**src/rtl/ifetch_unit.sv**
```systemverilog
// Instruction-fetch front end: sequential PC fetch over the imem read port,
// 2-entry response queue to decode, redirect flush with stale-response discard.
module ifetch_unit #(
    parameter int          ADDR_Width = 11,
    parameter logic [31:0] RESET_PC   = 32'h0000_0000
) (
    input  logic                  clk,
    input  logic                  nrst,
    output logic [2:0]            imem_op,
    output logic [ADDR_Width-1:0] imem_addr,
    output logic                  imem_stall,
    input  logic [31:0]           imem_rdata,
    output logic                  inst_valid,
    input  logic                  inst_ready,
    output logic [31:0]           inst_data,
    output logic [31:0]           inst_pc,
    input  logic                  redirect_valid,
    input  logic [31:0]           redirect_pc
);

    typedef struct packed {
        logic [31:0] data;
        logic [31:0] pc;
    } entry_t;

    entry_t      q_q [2];
    logic [1:0]  count_q, count_d;
    logic        wptr_q, rptr_q;
    logic [31:0] pc_q, pend_pc_q;
    logic        pend_q;

    logic        deq, issue;
    logic [2:0]  occ;
    logic [31:0] redir_pc;

    assign deq      = inst_valid & inst_ready;
    // Credit rule: reserve a slot for every response already in flight.
    assign occ      = {1'b0, count_q} + {2'b0, pend_q} - {2'b0, deq};
    // Gated by nrst so the imem sees stall during reset.
    assign issue    = nrst & ~redirect_valid & (occ < 3'd2);
    assign redir_pc = redirect_pc & 32'hFFFF_FFFC;

    assign imem_stall = ~issue;
    assign imem_op    = issue ? 3'd3 : 3'd0;
    assign imem_addr  = pc_q[ADDR_Width+1:2];

    assign inst_valid = (count_q != 2'd0);
    assign inst_data  = q_q[rptr_q].data;
    assign inst_pc    = q_q[rptr_q].pc;

    always_comb begin
        count_d = count_q;
        case ({pend_q, deq})
            2'b10:   count_d = count_q + 2'd1;
            2'b01:   count_d = count_q - 2'd1;
            default: count_d = count_q;
        endcase
    end

    always_ff @(posedge clk or negedge nrst) begin
        if (!nrst) begin
            pc_q      <= RESET_PC;
            pend_q    <= 1'b0;
            pend_pc_q <= 32'h0;
            count_q   <= 2'd0;
            wptr_q    <= 1'b0;
            rptr_q    <= 1'b0;
            q_q[0]    <= '0;
            q_q[1]    <= '0;
        end else if (redirect_valid) begin
            count_q <= 2'd0;
            wptr_q  <= 1'b0;
            rptr_q  <= 1'b0;
            pend_q  <= 1'b0;
            pc_q    <= redir_pc;
        end else begin
            if (pend_q) q_q[wptr_q] <= '{data: imem_rdata, pc: pend_pc_q};
            wptr_q    <= wptr_q ^ pend_q;
            rptr_q    <= rptr_q ^ deq;
            count_q   <= count_d;
            pend_q    <= issue;
            pend_pc_q <= pc_q;
            if (issue) pc_q <= pc_q + 32'd4;
        end
    end

endmodule
```
**config.mk**
```make
export PLATFORM = sky130hd
export DESIGN_NAME = ifetch_unit
export DESIGN_NICKNAME = d
export VERILOG_FILES = /design/src/rtl/ifetch_unit.sv
export SDC_FILE = /design/constraint.sdc
export NUM_CORES = 1
export LEC_CHECK = 0
export ABC_AREA = 0
export BUFFER_PORTS_ARGS = -buffer_cell sky130_fd_sc_hd__buf_2
export CAP_MARGIN = 40
export CORE_MARGIN = 10
export CORE_UTILIZATION = 58
export CTS_BUF_LIST = sky130_fd_sc_hd__clkbuf_8
export CTS_CLUSTER_SIZE = 16
export DETAILED_ROUTE_END_ITERATION = 10
export GPL_TIMING_DRIVEN = 0
export PLACE_DENSITY = 0.82
export RECOVER_POWER = 25
export SLEW_MARGIN = 5
export SYNTH_ARGS = -nofsm -noshare
export SYNTH_HDL_FRONTEND = slang
export SYNTH_SLANG_ARGS = --single-unit
```
**constraint.sdc**
```tcl
create_clock -name clk -period 4 [get_ports clk]
set_input_delay 1 -clock clk [delete_from_list [all_inputs] [get_ports clk]]
set_output_delay 1 -clock clk [all_outputs]
set_load 0.005 [all_outputs]
```
==> Word-level counts from Yosys, hierarchy flattened <==
Index checks and enable logic that the tools add are counted.
{ "totals": {"register_bits": 197, "latch_bits": 0, "ramBits": 0, "rom_bits": 0, "input_bits": 68, "output_inout_bits": 80, "elab_cells": 49, "mem_count": 0} }
{ "classes": {"addsub": 5, "n_mul": 0, "div_mod_pow": 0, "n_lt_le_gt_ge": 4, "n_eq_ne": 2, "shift": 0, "n_mux": 14, "n_bitwise": 9, "reduce_logical": 5} }
{ "op_table": {"columns": ["cell", "count"], "rows": [
  ["$mux 64", 4],
  ["$bwmux 128", 1],
  ["$demux 64 s1", 1],
  ["$mux 32", 2],
  ["$add 32x3->32 const B", 1],
  ["$ge 2x2->1 const B", 2],
  ["$mux 2", 2],
  ["$not 1->2", 2],
  ["$pmux 2 s2", 1],
  ["$reduce_bool 2->1", 2],
  ["$add 2x1->3", 1],
  ["$and 1x1->1", 3],
  ["$lt 3x2->1 const B", 1],
  ["$mux 1", 3],
  ["$reduce_bool 3->1", 1],
  ["$sub 3x1->3", 1],
  ["$add 2x1->2 const B", 1],
  ["$eq 2x1->1 const B", 1],
  ["$eq 2x2->1 const B", 1],
  ["$lt 2x1->1 const B", 1],
  ["$not 1->1", 2],
  ["$reduce_and 2->1", 1],
  ["$sub 2x1->2 const B", 1],
  ["$xor 1x1->1", 2],
  ["$logic_and 1x1->1", 1]
]} }

==> Longest topological paths before layout <==
{ "depth": {"ltp_word": 7, "ltp_mapped": 11, "ltp_nobuf": 10} }

==> Worst setup path before layout <==
Ideal clock, no wire load.
{ "synth_path": {"path_kind": "in2out", "from": "input port inst_ready", "to": "output port imem_stall", "arrival_ns": 2.759, "required_ns": 3.000, "slack_ns": 0.241, "cell_stages": 8, "path_buffers": 2, "cell_sequence": "o21ai_0 -> ha_1 -> nand2b_1 -> fa_1 -> nand3b_1 -> or2_2 -> buf_6 -> clkbuf_1"} }
{ "synth_via": {"elab_chain_len": 5} }
{ "synth_rtl": {"columns": ["element", "line", "source"], "rows": [
  ["start, declared", "14", "input logic inst_ready,"],
  ["$and 1x1->1", "36", "assign deq = inst_valid & inst_ready;"],
  ["$sub 3x1->3", "38", "assign occ = {1'b0, count_q} + {2'b0, pend_q} - {2'b0, deq};"],
  ["$lt 3x2->1", "40", "assign issue = nrst & ~redirect_valid & (occ < 3'd2);"],
  ["$and 1x1->1", "40", null],
  ["$not 1->1", "43", "assign imem_stall = ~issue;"],
  ["end, declared", "11", "output logic imem_stall,"]
]} }
No other way between the ends.

==> Final worst setup path <==
{ "layout_path": {"from": "input port inst_ready", "to": "output port imem_op[0]"} }
{ "layout_via": {"elab_chain_len": 5} }
{ "layout_rtl": {"columns": ["element", "line", "source"], "rows": [
  ["$and 1x1->1", "36", null],
  ["$sub 3x1->3", "38", null],
  ["$lt 3x2->1", "40", null],
  ["$and 1x1->1", "40", null],
  ["net issue", "32", "logic deq, issue;"],
  ["$mux 2", "44", "assign imem_op = issue ? 3'd3 : 3'd0;"],
  ["end, declared", "9", "output logic [2:0] imem_op,"]
]} }
The timed path passes the listed nets, and every way through them passes these cells.

==> reports/qor.yml <==
outcome:
  status: "complete, but fails checks"
  violations: "max-capacitance violations, max-slew violations"
global_route:
  grtUsageTotal_pct: 19.6
  grt_pass1_vias: 6225
  grt_pass1_wl_mm: 31.7
  grt_overflow: 0
  antenna_found_initial: 0
  grt_max_degree: 107
clock_tree:
  clock_path_buffers: 2
  cts_sinks: 189
  cts_tree: "yes"
  numCtsBuffers: 17
  h-tree-depth: 4
  insertion_delay_ns: 0.46
  clockRootBuffer: "clkbuf_8"
  path_clk_slew_ns: 0.08
placed_design:
  pre_cts_ws_ns: -0.345
  gp_congestion: 0.866
  placed_cells: 974
  place_hpwl_mm: 14.3
  portBuffers: 142
logic_synthesis:
  yosys.cell_types.count: 45
  synth_warnings: 0
  yosysSeqAreaShare_pct: 54.9
  synth_top_flop_cell: "dfrtp_1"
  syn_area_per_cell_um2: 13.4
  syn_area_um2: 8610
  synth_edf_count: 0
  synth-seq-cells: 189
  ys_async_sr_fraction_pct: 100
  synthCells: 645
layout:
  finalCoreUtilization_pct: 68.7
  drive_above_1_share_pct: 52.0
  nets: 881
  syn2layout_area_growth_pct: 16.0
  instances_no_fill: 1004
  num-fill-cells: 1067
  diodes: 0
worst_setup_path:
  r2r_start: "count_q[1]$_DFFE_PN0P_"
  worstPathMaxFanout: 9
  required_ns: 3.00
  cp-startpoint: "inst_ready"
  cp-start-kind: "input pin"
  reg2reg_slack_ns: 0.85
  path_class: "in -> out"
  crit_arrival_ns: 2.91
  end_kind: "output pin"
hold_path:
  min_from: "q_q[18]$_DFFE_PN0P_"
  min_path_type: "reg -> reg"
floorplanning:
  io_pins: 148
  start_util_pct: 59.3
  die_h_um: 142
  core.rowCount: 44
  die_area_um2: 20100
  die_w_um: 142
  core-area_um2: 14500
timing:
  timing.fmax_ghz: 0.256
  fin_crit_ns: 3.91
  fin_tns_setup_ns: 0
  tightest_slew_ns: 2.27
  finalCritPeriodShare_pct: 97.8
  slew_viol_final: 107
  setup-violations-final: 0
  finalWorstSetupSlack_ns: 0.0873
  final-hold-violation-count: 0
  slew_headroom_pct: -51.3
  skew_ns: 0.00666
power:
  p_leak_nw: 4.77
  powerDensity_nw_per_um2: 664
  worst_ir_drop_vdd_uv: 349
detailed_routing:
  drc: 0
  viasPerCell: 5.70
  wl_mm: 19.3
  drt-initial-drc-count: 314
  via_count: 5721
  firstDrtPassIters: 5
  antenna_left: 0
  wl_per_cell_um: 19.2
flow_run:
  drv_cap: 1
## path summary, 6_finish.rpt
kind                                           to  cells after the start
max                                    imem_op[0]                     10
min                           q_q[18]$_DFFE_PN0P_                      1
max reg2reg                  pc_q[26]$_DFFE_PN0P_                      9
min reg2reg                   q_q[18]$_DFFE_PN0P_                      1
max in group asynchronous  count_q[1]$_DFFE_PN0P_                      2
min in group asynchronous    q_q[126]$_DFFE_PN0P_                      1
## power breakdown
part	total (mW)	switching, mW	internal [mW]	leakage, nW
sequential	3.01	0.416	2.60	2.38
combinational	2.33	0.971	1.36	2.17
clock	1.29	0.616	0.670	0.221
total	6.63	2.00	4.63	4.77
## registers in the layout, summed over array words and instances (netlist names)
signal     count
count_q        2
q_q          124
pend_q         1
pc_q          30
rptr_q         1
pend_pc_q     30
wptr_q         1
## metal layers
metal / share of wire (%) / routed length (um) / GRT usage [%]
met3: 6.3 / 1210 / 5.34
met1: 41 / 7890 / 23.8
met4: 2.6 / 497 / 8.39
met5: 0 / 0 / 0
met2: 50 / 9710 / 32.1
## layout by cell type (no fill, tap or decap), types with 3 or more instances in the layout
cell / synthesis / routed
xnor2_1: 7 / 7
mux2_2: 213 / 213
and3_1: 5 / 5
o211ai_1: 3 / 3
nand4_1: 10 / 10
dfrtp_1: 189 / 188
clkbuf_1: 12 / 12
a21oi_1: 3 / 3
nand3_1: 16 / 16
inv_1: 7 / 10
nor2_1: 14 / 14
nand3b_1: 4 / 4
nor4_1: 5 / 5
buf_4: 16 / 17
o21ai_0: 26 / 25
nand2_1: 36 / 36
buf_2: 12 / 154
bufinv_16: 0 / 3
nor3_1: 6 / 6
xor2_1: 17 / 17
clkbuf_8: 2 / 22
clkinv_2: 0 / 3
conb_1: 1 / 3
ha_1: 3 / 3
buf_1: 6 / 6
## layout make-up
| class | count | area [um^2] | share of cell area, % |
|---|---|---|---|
| multi-input cells | 400 | 3570 | 35.7 |
| well taps | 184 | 230 | 2.30 |
| inverters | 8 | 31.3 | 0.313 |
| clock buffers | 21 | 289 | 2.89 |
| plain buffers | 49 | 284 | 2.84 |
| repair buffers | 144 | 733 | 7.34 |
| flip-flops and latches | 189 | 4730 | 47.4 |
| clock inverters | 9 | 120 | 1.20 |
## kinds of logic (layout without fill, tap and decap cells)
family | after synthesis | after routing | synth area share (%)
adders and majority gates | 4 | 4 | 0.668
AOI/OAI and AO/OA | 47 | 47 | 3.43
xor gates and xnor gates | 24 | 24 | 2.44
DFF | 189 | 189 | 54.9
and+or+nand+nor | 107 | 107 | 6.62
buffers and inverters | 58 | 231 | 3.81
muxes | 215 | 215 | 28.1
other | 1 | 3 | 0.0435
## through the flow
step | total power [mW] | cell area [um^2] | hold slack [ns]
finish | 6.63 | 9990 | 0.507
global placement | 5.24 | 9560 | 0.481
CTS | 6.71 | 10000 | 0.506
floorplan | 4.45 | 8620 | 0.465
detailed placement | 5.41 | 9600 | 0.487
global route | 7.05 | 9990 | 0.525
## worst max-delay path: stages
cell and delay [ns]:
buf_2 0.10, o21ai_2 0.06, ha_1 0.25, nand2b_1 0.15, fa_1 0.53, nand3b_1 0.14
or2_4 0.31, clkinv_2 0.14, buf_4 0.13, buf_2 0.10
## synth_stat cells (all sizes together), types with 3 or more instances
cell	count	area share, %
nor3	7	0.54
o21ai	26	1.5
xnor2	7	0.71
a21oi	3	0.17
o211ai	3	0.26
inv	7	0.31
mux2	213	28
ha	3	0.44
nand4	11	0.97
nor4	7	0.76
and3	6	0.45
nor2	14	0.61
xor2	17	1.7
nand2	36	1.6
dfrtp	189	55
nand3	16	0.93
nand3b	4	0.35
clkbuf	14	0.84
buf	36	2.6
## repair_timing
action                                  4_1_cts  5_1_grt
endpoints found under the setup margin        3        3
pin swaps                                     1        0
hold buffers                                  0        0
gates resized for setup                       3        2
gates cloned                                  0        0
buffers inserted                              1        0
Power figures use the tool's default switching activity.
